===== src/rtl/carry_select_seq_adder_ctrl_if.sv =====
// Handshake bundle for the sequential carry-select adder:
// operand side (in_*) and result side (out_*, sum, flags).
interface carry_select_seq_adder_ctrl_if #(
    parameter int WIDTH = 32
);
    logic             in_valid;
    logic             in_ready;
    logic [WIDTH-1:0] a;
    logic [WIDTH-1:0] b;
    logic             cin;
    logic             out_valid;
    logic             out_ready;
    logic [WIDTH-1:0] sum;
    logic             cout;
    logic             ovf;
    logic             busy;

    modport master (
        output in_valid, a, b, cin, out_ready,
        input  in_ready, out_valid, sum, cout, ovf, busy
    );

    modport slave (
        input  in_valid, a, b, cin, out_ready,
        output in_ready, out_valid, sum, cout, ovf, busy
    );
endinterface


===== src/rtl/carry_select_seq_adder_ctrl.sv =====
// Sequencer stepping one SLICE-bit carry-select stage over a
// WIDTH-bit add, one slice per cycle, with in/out handshakes.
module carry_select_seq_adder_ctrl #(
    parameter int WIDTH = 32,
    parameter int SLICE = 8
) (
    input  logic clk,
    input  logic rst_n,
    carry_select_seq_adder_ctrl_if.slave bus
);
    localparam int NSLICE = WIDTH / SLICE;
    localparam int KW = (NSLICE > 1) ? $clog2(NSLICE) : 1;

    typedef enum logic [1:0] {
        IDLE,
        RUN,
        DONE
    } state_t;

    state_t           state_q;
    state_t           state_d;
    logic [KW-1:0]    k_q;
    logic [WIDTH-1:0] a_q;
    logic [WIDTH-1:0] b_q;
    logic [WIDTH-1:0] sum_q;
    logic             carry_q;
    logic             cout_q;
    logic             ovf_q;

    logic             accept;
    logic             step;
    logic             last;
    int               base;
    logic [SLICE-1:0] a_k;
    logic [SLICE-1:0] b_k;
    logic [SLICE:0]   s0;
    logic [SLICE:0]   s1;
    logic [SLICE:0]   sel;
    logic             c_msb;

    // Both carry hypotheses for the current slice; the registered
    // carry picks one, as in a 2:1 carry-select stage.
    always_comb begin
        base  = int'(k_q) * SLICE;
        a_k   = a_q[base +: SLICE];
        b_k   = b_q[base +: SLICE];
        s0    = {1'b0, a_k} + {1'b0, b_k};
        s1    = s0 + 1'b1;
        sel   = carry_q ? s1 : s0;
        c_msb = sel[SLICE-1] ^ a_k[SLICE-1] ^ b_k[SLICE-1];
        last  = (k_q == KW'(NSLICE - 1));
    end

    // State register.
    always_ff @(posedge clk or negedge rst_n) begin
        if (!rst_n) begin
            state_q <= IDLE;
        end else begin
            state_q <= state_d;
        end
    end

    // Next-state and datapath enables.
    always_comb begin
        state_d = state_q;
        accept  = 1'b0;
        step    = 1'b0;
        unique case (state_q)
            IDLE: begin
                if (bus.in_valid) begin
                    accept  = 1'b1;
                    state_d = RUN;
                end
            end
            RUN: begin
                step = 1'b1;
                if (last) begin
                    state_d = DONE;
                end
            end
            DONE: begin
                if (bus.out_ready) begin
                    state_d = IDLE;
                end
            end
            default: state_d = IDLE;
        endcase
    end

    // Operand capture and slice-by-slice sum/carry update.
    always_ff @(posedge clk or negedge rst_n) begin
        if (!rst_n) begin
            k_q     <= '0;
            a_q     <= '0;
            b_q     <= '0;
            sum_q   <= '0;
            carry_q <= 1'b0;
            cout_q  <= 1'b0;
            ovf_q   <= 1'b0;
        end else begin
            if (accept) begin
                a_q     <= bus.a;
                b_q     <= bus.b;
                carry_q <= bus.cin;
                k_q     <= '0;
            end
            if (step) begin
                sum_q[base +: SLICE] <= sel[SLICE-1:0];
                carry_q <= sel[SLICE];
                if (last) begin
                    cout_q <= sel[SLICE];
                    ovf_q  <= c_msb ^ sel[SLICE];
                    k_q    <= '0;
                end else begin
                    k_q <= k_q + 1'b1;
                end
            end
        end
    end

    assign bus.in_ready  = (state_q == IDLE);
    assign bus.out_valid = (state_q == DONE);
    assign bus.busy      = (state_q == RUN) || (state_q == DONE);
    assign bus.sum       = sum_q;
    assign bus.cout      = cout_q;
    assign bus.ovf       = ovf_q;
endmodule


===== src/flat_wrapper.sv =====
// flat-port wrapper written by rule: the top's interface ports become plain ports
module carry_select_seq_adder_ctrl_flat 
#(
    parameter int WIDTH = 32,
    parameter int SLICE = 8
)
  (clk, rst_n, bus_in_valid, bus_a, bus_b, bus_cin, bus_out_ready, bus_in_ready, bus_out_valid, bus_sum, bus_cout, bus_ovf, bus_busy);
  carry_select_seq_adder_ctrl_if #(.WIDTH(WIDTH)) bus_i ();
  input  logic clk;
  input  logic rst_n;
  input wire logic [$bits(bus_i.in_valid)-1:0] bus_in_valid;
  input wire logic [$bits(bus_i.a)-1:0] bus_a;
  input wire logic [$bits(bus_i.b)-1:0] bus_b;
  input wire logic [$bits(bus_i.cin)-1:0] bus_cin;
  input wire logic [$bits(bus_i.out_ready)-1:0] bus_out_ready;
  output wire logic [$bits(bus_i.in_ready)-1:0] bus_in_ready;
  output wire logic [$bits(bus_i.out_valid)-1:0] bus_out_valid;
  output wire logic [$bits(bus_i.sum)-1:0] bus_sum;
  output wire logic [$bits(bus_i.cout)-1:0] bus_cout;
  output wire logic [$bits(bus_i.ovf)-1:0] bus_ovf;
  output wire logic [$bits(bus_i.busy)-1:0] bus_busy;
  assign bus_i.in_valid = bus_in_valid;
  assign bus_i.a = bus_a;
  assign bus_i.b = bus_b;
  assign bus_i.cin = bus_cin;
  assign bus_i.out_ready = bus_out_ready;
  assign bus_in_ready = bus_i.in_ready;
  assign bus_out_valid = bus_i.out_valid;
  assign bus_sum = bus_i.sum;
  assign bus_cout = bus_i.cout;
  assign bus_ovf = bus_i.ovf;
  assign bus_busy = bus_i.busy;
  carry_select_seq_adder_ctrl #(.WIDTH(WIDTH), .SLICE(SLICE)) u_core (.clk(clk), .rst_n(rst_n), .bus(bus_i));
endmodule

===== config.mk =====
export PLATFORM = sky130hd
export DESIGN_NAME = carry_select_seq_adder_ctrl_flat
export DESIGN_NICKNAME = d
export VERILOG_FILES = /design/src/rtl/carry_select_seq_adder_ctrl_if.sv /design/src/rtl/carry_select_seq_adder_ctrl.sv /design/src/flat_wrapper.sv
export SDC_FILE = /design/constraint.sdc
export NUM_CORES = 1
export LEC_CHECK = 0
export ABC_AREA = 0
export CORE_MARGIN = 8
export CORE_UTILIZATION = 35
export CTS_CLUSTER_SIZE = 10
export DETAILED_ROUTE_END_ITERATION = 8
export SYNTH_ARGS = -nofsm -noshare
export SYNTH_HDL_FRONTEND = slang
export SYNTH_SLANG_ARGS = --single-unit

===== constraint.sdc =====
create_clock -name clk -period 3.7 [get_ports clk]
set_clock_uncertainty 0.15 [all_clocks]
set_input_delay 1.11 -clock clk [delete_from_list [all_inputs] [get_ports clk]]
set_output_delay 1.11 -clock clk [all_outputs]
set_load 0.05 [all_outputs]

Yosys cells after proc, flatten, opt, wreduce, memory -nomap -nowiden

Index checks and enable logic that the tools add are counted.

Shift operators: 4
Add/subtract/negate cells: 4
Mux-type cells: 14
Reduce and logical (&&, ||, !) cells: 5
Equal/unequal tests: 6
Bitwise operators: 3

Operators by type and width:

| cell                    | number |
|---|---|
| $shiftx 32x6->8         | 2 |
| $neg 5->33              | 1 |
| $shift 8x33->32 const A | 1 |
| $shiftx 8x33->32        | 1 |
| $bwmux 32               | 1 |
| $mux 2                  | 6 |
| $add 8x8->9             | 1 |
| $add 9x1->9 const B     | 1 |
| $mux 9                  | 1 |
| $pmux 2 s3              | 1 |
| $mux 1                  | 5 |
| $eq 2x2->1 const B      | 2 |
| $ne 2x2->1 const B      | 2 |
| $reduce_and 3->1        | 1 |
| $xor 1x1->1             | 3 |
| $add 2x1->2 const B     | 1 |
| $eq 2x1->1 const B      | 1 |
| $logic_not 2->1         | 1 |
| $ne 2x1->1 const B      | 1 |
| $reduce_and 2->1        | 1 |
| $reduce_bool 2->1       | 1 |
| $logic_or 1x1->1        | 1 |

Logic and storage cells: 44
Register bits: 103
Input bits: 69
Output and inout port bits: 37

Depth between registers and ports, before layout

Gate-level depths: netlist (run 1).

Word-level depth: 7
Mapped depth: 14
Depth with buffers taken out: 12

Least setup slack after synthesis (run 1)

No wires, ideal clock.

Path kind: register -> register
Start point: register u_core.k_q[0]
End point: register u_core.ovf_q, in the netlist u_core.bus.ovf
Clock period less this slack: 3.728 ns
Library setup time: 0.082 ns
Cell stages (with the launch flop): 15
Buffers on the path: 2
Setup slack: -0.028 ns
Data required time: 3.468 ns
Arrival time: 3.496 ns
Cells stage by stage: dfrtp_1 > buf_2 > buf_2 > mux4_2 > ha_1 > inv_1 > fa_1 > inv_1 > ha_1 > nand2_1 > nor2_1 > and4_1 > o2111ai_1 > a211o_1 > a31oi_1

Longest elaborated chain between the ends: 7
Elaborated cells between the ends (all ways): 10
Classes of those cells: add/sub: 2; eq/ne: 1; shift: 2; mux: 1; bitwise: 3; reduce/logical: 1

Ends and longest elaborated chain:

| element                            | RTL line                                                             | RTL |
|---|---|---|
| start, declared                    | carry_select_seq_adder_ctrl.sv:22                                    | `logic [KW-1:0] k_q;` |
| start signal, assigned             | carry_select_seq_adder_ctrl.sv:115                                   | `k_q <= k_q + 1'b1;` |
| $shiftx 32x6->8 (on tied branches) | carry_select_seq_adder_ctrl.sv:45, carry_select_seq_adder_ctrl.sv:46 |  |
| $add 8x8->9                        | carry_select_seq_adder_ctrl.sv:47                                    | `s0 = {1'b0, a_k} + {1'b0, b_k};` |
| $add 9x1->9                        | carry_select_seq_adder_ctrl.sv:48                                    | `s1 = s0 + 1'b1;` |
| $mux 9                             | carry_select_seq_adder_ctrl.sv:49                                    | `sel = carry_q ? s1 : s0;` |
| $xor 1x1->1 (2 in a row)           | carry_select_seq_adder_ctrl.sv:50                                    | `c_msb = sel[SLICE-1] ^ a_k[SLICE-1] ^ b_k[SLICE-1];` |
| $xor 1x1->1                        | carry_select_seq_adder_ctrl.sv:112                                   | `ovf_q <= c_msb ^ sel[SLICE];` |
| end signal, assigned               | carry_select_seq_adder_ctrl.sv:112                                   |  |
| end, declared                      | carry_select_seq_adder_ctrl.sv:28                                    | `logic ovf_q;` |

Several ways; a longest one is shown, not always the timed one.
A chain may end at the register's enable or synchronous reset.

Worst setup path after layout (run 1)

Ends and elaborated chain as after synthesis.

==> results of run 1 <==
-- synth_stat cells (2+ instances only) --
library cell and count:
dfrtp_1 103, mux2_2 64, a22o_1 32, ha_1 18, nand2_1 17, mux4_2 16
inv_1 12, clkbuf_1 10, xor2_1 9, o21ai_0 7, nor2_1 6, a21oi_1 4
and4_1 3, o21a_1 3, xnor2_1 3, a211oi_1 2, buf_2 2, nand2b_1 2
nor3_1 2, nor4_1 2, nor4b_2 2, or3_1 2
-- layer usage --
metal  share of wire (%)  GRT usage [%]  routed length (µm)
met1                  44           16.4                4980
met2                  47           21.1                5390
met3                 7.2           5.35                 823
met4                 1.8           4.18                 200
met5                   0              0                   0
-- logic make-up after synthesis --
kind of cell | after synthesis
AO/OA/AOI/OAI | 61
XOR/XNOR | 12
buffers and inverters | 24
adder cells (fa/ha/maj) | 19
multiplexers | 80
AND/OR/NAND/NOR | 43
flip-flops | 103
-- per-stage QoR --
step                cell area, µm²  instances  hold slack (ns)
detailed placement            6190        627            0.340
global route                  6460        642            0.368
CTS                           6460        642            0.355
global placement              6190        627            0.333
finish                        6460        642            0.352
floorplan                     4850        342            0.324
-- layout by cell type (no fill, tap or decap), drive strengths merged, types with 2 or more instances in the layout --
| cell type | instances |
|---|---|
| nor4b | 3 |
| nor2 | 6 |
| mux4 | 16 |
| mux2 | 64 |
| a22o | 32 |
| o21a | 3 |
| clkbuf | 11 |
| a211oi | 3 |
| clkinv | 3 |
| nor3 | 3 |
| nand2b | 2 |
| ha | 18 |
| or3 | 2 |
| nor4 | 2 |
| clkdlybuf4s50 | 104 |
| xnor2 | 3 |
| nand2 | 18 |
| and4 | 3 |
| o21ai | 8 |
| buf | 13 |
| dfrtp | 103 |
| a21oi | 4 |
| xor2 | 9 |
| inv | 12 |
-- final cells by class --
| class | count | area [µm²] |
|---|---|---|
| Clock buffer | 11 | 243 |
| Clock inverter | 4 | 22.5 |
| Fill cell | 1227 | 7260 |
| Inverter | 12 | 45.0 |
| Multi-Input combinational cell | 215 | 2180 |
| Sequential cell | 103 | 2580 |
| Tap cell | 180 | 225 |
| Timing Repair Buffer | 117 | 1170 |
-- worst paths after layout --
check | end | from | slack, ns
worst max-delay path | u_core.bus.ovf$_DFFE_PN0P_ | u_core.k_q[0]$_DFFE_PN0P_ | 0.24
worst min-delay path | u_core.a_q[3]$_DFFE_PN0P_ | u_core.a_q[3]$_DFFE_PN0P_ | 0.35
worst max register to register | u_core.bus.ovf$_DFFE_PN0P_ | u_core.k_q[0]$_DFFE_PN0P_ | 0.24
worst min register to register | u_core.a_q[3]$_DFFE_PN0P_ | u_core.a_q[3]$_DFFE_PN0P_ | 0.35
max in group asynchronous | u_core.a_q[3]$_DFFE_PN0P_ | rst_n | 2.03
min in group asynchronous | u_core.bus.sum[8]$_DFFE_PN0P_ | rst_n | 0.65
-- registers in the layout, summed over array words and instances (netlist names) --
| signal | flops |
|---|---|
| u_core.b_q | 32 |
| u_core.carry_q | 1 |
| u_core.bus.cout | 1 |
| u_core.state_q | 2 |
| u_core.bus.sum | 32 |
| u_core.bus.ovf | 1 |
| u_core.k_q | 2 |
| u_core.a_q | 32 |
==> reports/qor.yml, run 1 <==
status: "finished clean"
reg2reg_depth: 12
maxSlewHeadroom_pct: 43.0
worstSetupEndpointType: "flip-flop"
synthesis.area_um2: 4850
route.detailed.drc: 0
core-area_um2: 13700
viasPerCell: 5.05
drive_above_1_share_pct: 25.1
grt_use_total_pct: 13.4
clockBufferDepth: 2
setup_viol: 0
io_buffers: 105
die_x_um: 134
netlist_instances: 342
area_growth_pct: 33.3
die_h_um: 134
syn_avg_cell_area_um2: 14.2
ant_nets: 0
post_cts.repair.setup_buffers: 0
finalHoldViolCount: 0
yosys-mux-area-fraction_pct: 22.3
totalWireLength_mm: 11.4
slowest_stage: "dfrtp_1"
final_util_pct: 47.1
synthSimpleGateAreaFrac_pct: 5.01
fin_crit_ns: 3.46
grt_pass1_vias: 3478
ys_types: 43
clock-root-buffer: "clkbuf_16"
rsz0062_at_grt: "no"
crit_path_max_fanout: 10
fin_setup_tns_ns: 0
hp-class: "flip-flop to flip-flop"
startpoint_type: "flip-flop"
finalCritPeriodShare_pct: 93.4
cts.hold.buffers_added: 0
max_freq_mhz: 289
fin_ws_ns: 0.244
rows: 43
nNetsFinal: 546
h-tree-depth: 3
drt-wirelength-per-cell_um: 17.7
yosys.area_share.xor_xnor_pct: 2.17
num_vias: 3239
synth_edf_count: 0
drv_cap: 0
start_util_pct: 35.3
cts_sinks: 103
drv_slew: 0
dp_hpwl_mm: 8.80
synth-compound-area-share_pct: 10.4
cp.depth: 12
dp_slack_ns: 0.217
max_stage_delay_ns: 0.39
clk_latency_ns: 0.35
worstHoldPathCells: 1
cts_made_buffers: 9
cp_num_buf_inv: 2
synth_nets: 430
synth_top_family_by_area: "multiplexers"
gp_congestion: 0.798
cp_data_required_time_ns: 3.82
cts.clk_slew.worst_paths_ns: 0.07
antenna_found_initial: 0
grt_start_max_net_pins: 53
ys_seq_area_share_pct: 53.2
synth_top_cell_by_area: "dfrtp_1"
n_antenna_cell: 0
yosys.area.top_type_share_pct: 53.2
netlist_top_cells_area: "dfrtp_1 53%, mux2_2 15%, mux4_2 7.4%, a22o_1 5.8%, ha_1 4.6%"
synth_flop_cell: "dfrtp_1"
synth-adder-area-share_pct: 5.06
cpLargestDelayFamily: "compound AO/OA/AOI/OAI gates"
worst_pin_slew_ns: 0.853
ios: 106
grt_remaining_overflow: 0
drt_pass1_iterations: 4
cts_tree: "built"
grt_pass1_wl_mm: 18.9
critical_path_class: "flip-flop to flip-flop"
postCtsResizedCells: 0
crit_chain: "buf_6, mux4_2, ha_1, inv_1, fa_1, nand2b_1, a21oi_1, xor2_1, and4_1, o2111ai_1, a211o_1, a31oi_1"
async_flop_share_pct: 100
drt_iter0_markers: 160
synth_seq_cells: 103
ys.warnings.count: 0
cp.arrival_ns: 3.58
dieArea_um2: 17900
Power of run 1 is not shown: default switching activity piles up to over one toggle a cycle in this logic, so the estimate is an artifact.
==> inputs of run 2 (changes only) <==
--- a/config.mk
+++ b/config.mk
@@ -6,6 +6,7 @@
 export NUM_CORES = 1
 export LEC_CHECK = 0
 export ABC_AREA = 0
+export CORE_ASPECT_RATIO = 0.6
 export CORE_MARGIN = 8
 export CORE_UTILIZATION = 35
 export CTS_CLUSTER_SIZE = 10
@@ -13,3 +14,4 @@
 export SYNTH_ARGS = -nofsm -noshare
 export SYNTH_HDL_FRONTEND = slang
 export SYNTH_SLANG_ARGS = --single-unit
+export TNS_END_PERCENT = 30
==> reports/qor.yml, run 2 (synthesis gave the netlist of run 1 again) <==
cts_made_buffers: 9  # unchanged
post_cts.repair.setup_buffers: 0  # unchanged
fillerInstances: 1189  # -3.1%
die_h_um: 107  # -20%
max_stage_delay_ns: 0.52  # +0.13 ns
grt_start_max_net_pins: 48  # -9.4%
dp_hpwl_mm: 9.61  # +9.3%
drv_cap: 0  # unchanged
status: "finished clean"
maxSlewHeadroom_pct: 40.8  # -2.2 points
rsz0062_at_grt: "no"
die_x_um: 168  # +26%
crit_chain: "buf_12, mux4_2, ha_1, inv_1, fa_1, nand2b_1, a21oi_1, o31a_1, nor3_2, o2111ai_1, a211o_1, a31oi_1"
critical_path_class: "flip-flop to flip-flop"
ant_nets: 0  # unchanged
max_freq_mhz: 286  # -1.2%
drt_pass1_iterations: 4  # unchanged
antenna_found_initial: 0  # unchanged
start_util_pct: 35.7  # +0.35 points
worst_pin_slew_ns: 0.886  # +0.0324 ns
cts.clk_slew.worst_paths_ns: 0.07  # about the same
io_buffers: 105  # unchanged
route.detailed.drc: 0  # unchanged
drt_iter0_markers: 233  # +46%
h-tree-depth: 3  # unchanged
grt_pass1_vias: 3484  # +0.17%
multi_input_comb_area_um2: 2180  # unchanged
rows: 33  # -23%
viasPerCell: 5.11  # +1.2%
slowest_stage: "mux4_2"
register_area_um2: 2580  # unchanged
grt_remaining_overflow: 0  # unchanged
finalCritPeriodShare_pct: 94.6  # +1.2 points
reg2reg_to: "u_core.bus.ovf$_DFFE_PN0P_"
final_common_cell: "clkdlybuf4s50_1"
clk_latency_ns: 0.35  # about the same
startpoint_type: "flip-flop"
reg2reg_depth: 12  # unchanged
crit_path_max_fanout: 12  # +2
ios: 106  # unchanged
fin_setup_tns_ns: 0  # unchanged
grt_pass1_wl_mm: 20.0  # +6.3%
cp_data_required_time_ns: 3.82  # about the same
regToRegSetupSlack_ns: 0.20  # -0.04 ns
min-delay-start: "u_core.bus.cout$_DFFE_PN0P_"
cp.arrival_ns: 3.62  # +0.04 ns
worstSetupEndpointType: "flip-flop"
num_vias: 3263  # +0.74%
n_antenna_cell: 0  # unchanged
dieArea_um2: 18000  # +0.70%
setup_viol: 0  # unchanged
cts.hold.buffers_added: 0  # unchanged
worstHoldPathCells: 2  # +1
drt-wirelength-per-cell_um: 19.8  # +11%
r2r-start: "u_core.k_q[0]$_DFFE_PN0P_"
drive_above_1_share_pct: 25.6  # +0.54 points
final_cell_mix: "104 x clkdlybuf4s50_1, 103 x dfrtp_1, 64 x mux2_2"
drv_slew: 0  # unchanged
finalHoldViolCount: 0  # unchanged
fin_crit_ns: 3.50  # +0.0429 ns
clock-root-buffer: "clkbuf_16"
core-area_um2: 13600  # -0.98%
hold_end: "u_core.bus.cout$_DFFE_PN0P_"
grt_use_total_pct: 14.5  # +1.2 points
gp_congestion: 0.836  # +4.8%
hp-class: "flip-flop to flip-flop"
area_growth_pct: 34.2
cts_sinks: 103  # unchanged
clockBufferDepth: 2  # unchanged
postCtsResizedCells: 0  # unchanged
cp_num_buf_inv: 2  # unchanged
cpLargestDelayFamily: "compound AO/OA/AOI/OAI gates"
nNetsFinal: 547  # +0.18%
totalWireLength_mm: 12.6  # +11%
cts_tree: "built"
-- run 2: worst max path at each step --
stage / from / endpoint / depth (start not counted)
after global placement: u_core.k_q[0]$_DFFE_PN0P_ / u_core.bus.ovf$_DFFE_PN0P_ / 13
after detailed placement: u_core.k_q[0]$_DFFE_PN0P_ / u_core.bus.ovf$_DFFE_PN0P_ / 13
final: u_core.k_q[0]$_DFFE_PN0P_ / u_core.bus.ovf$_DFFE_PN0P_ / 12
after floorplan: u_core.k_q[0]$_DFFE_PN0P_ / u_core.bus.ovf$_DFFE_PN0P_ / 14
after global routing: u_core.k_q[0]$_DFFE_PN0P_ / u_core.bus.ovf$_DFFE_PN0P_ / 12
after CTS: u_core.k_q[0]$_DFFE_PN0P_ / u_core.bus.ovf$_DFFE_PN0P_ / 13
-- run 2: final cells by class --
class | instances | area share, %
Sequential cell | 103 | 39.6
Multi-Input combinational cell | 215 | 33.5
Timing Repair Buffer | 118 | 18.0
Clock buffer | 10 | 3.67
Tap cell | 175 | 3.36
Clock inverter | 6 | 1.15
Inverter | 12 | 0.692
-- run 2: worst reg2reg max path: stages (launching register included) --
cell	delay, ns
dfrtp_1	0.39
buf_12	0.17
mux4_2	0.52
ha_1	0.26
inv_1	0.08
fa_1	0.20
nand2b_1	0.13
a21oi_1	0.09
o31a_1	0.29
nor3_2	0.39
o2111ai_1	0.27
a211o_1	0.33
a31oi_1	0.16
-- run 2: per-layer routing --
metal | routed length [µm] | vias to the layer above | track usage (%)
li1 | - | 1518 | -
met1 | 6660 | 1635 | 21.6
met2 | 4940 | 99 | 18.9
met3 | 921 | 11 | 5.83
met4 | 116 | 0 | 3.61
met5 | 0 | - | 0
-- run 2: through the flow --
step / utilization, % / hold slack (ns) / setup WS, ns / area, µm² / cells
after floorplan: - / 0.324 / 0.0553 / 4850 / 342
after global placement: 45.6 / 0.323 / 0.336 / 6190 / 623
after detailed placement: 45.6 / 0.342 / 0.231 / 6190 / 623
after CTS: 47.9 / 0.357 / 0.200 / 6510 / 639
after global routing: 47.9 / 0.366 / 0.0105 / 6510 / 639
final: 47.9 / 0.348 / 0.201 / 6510 / 639
Power of run 2 is left out for the same reason.
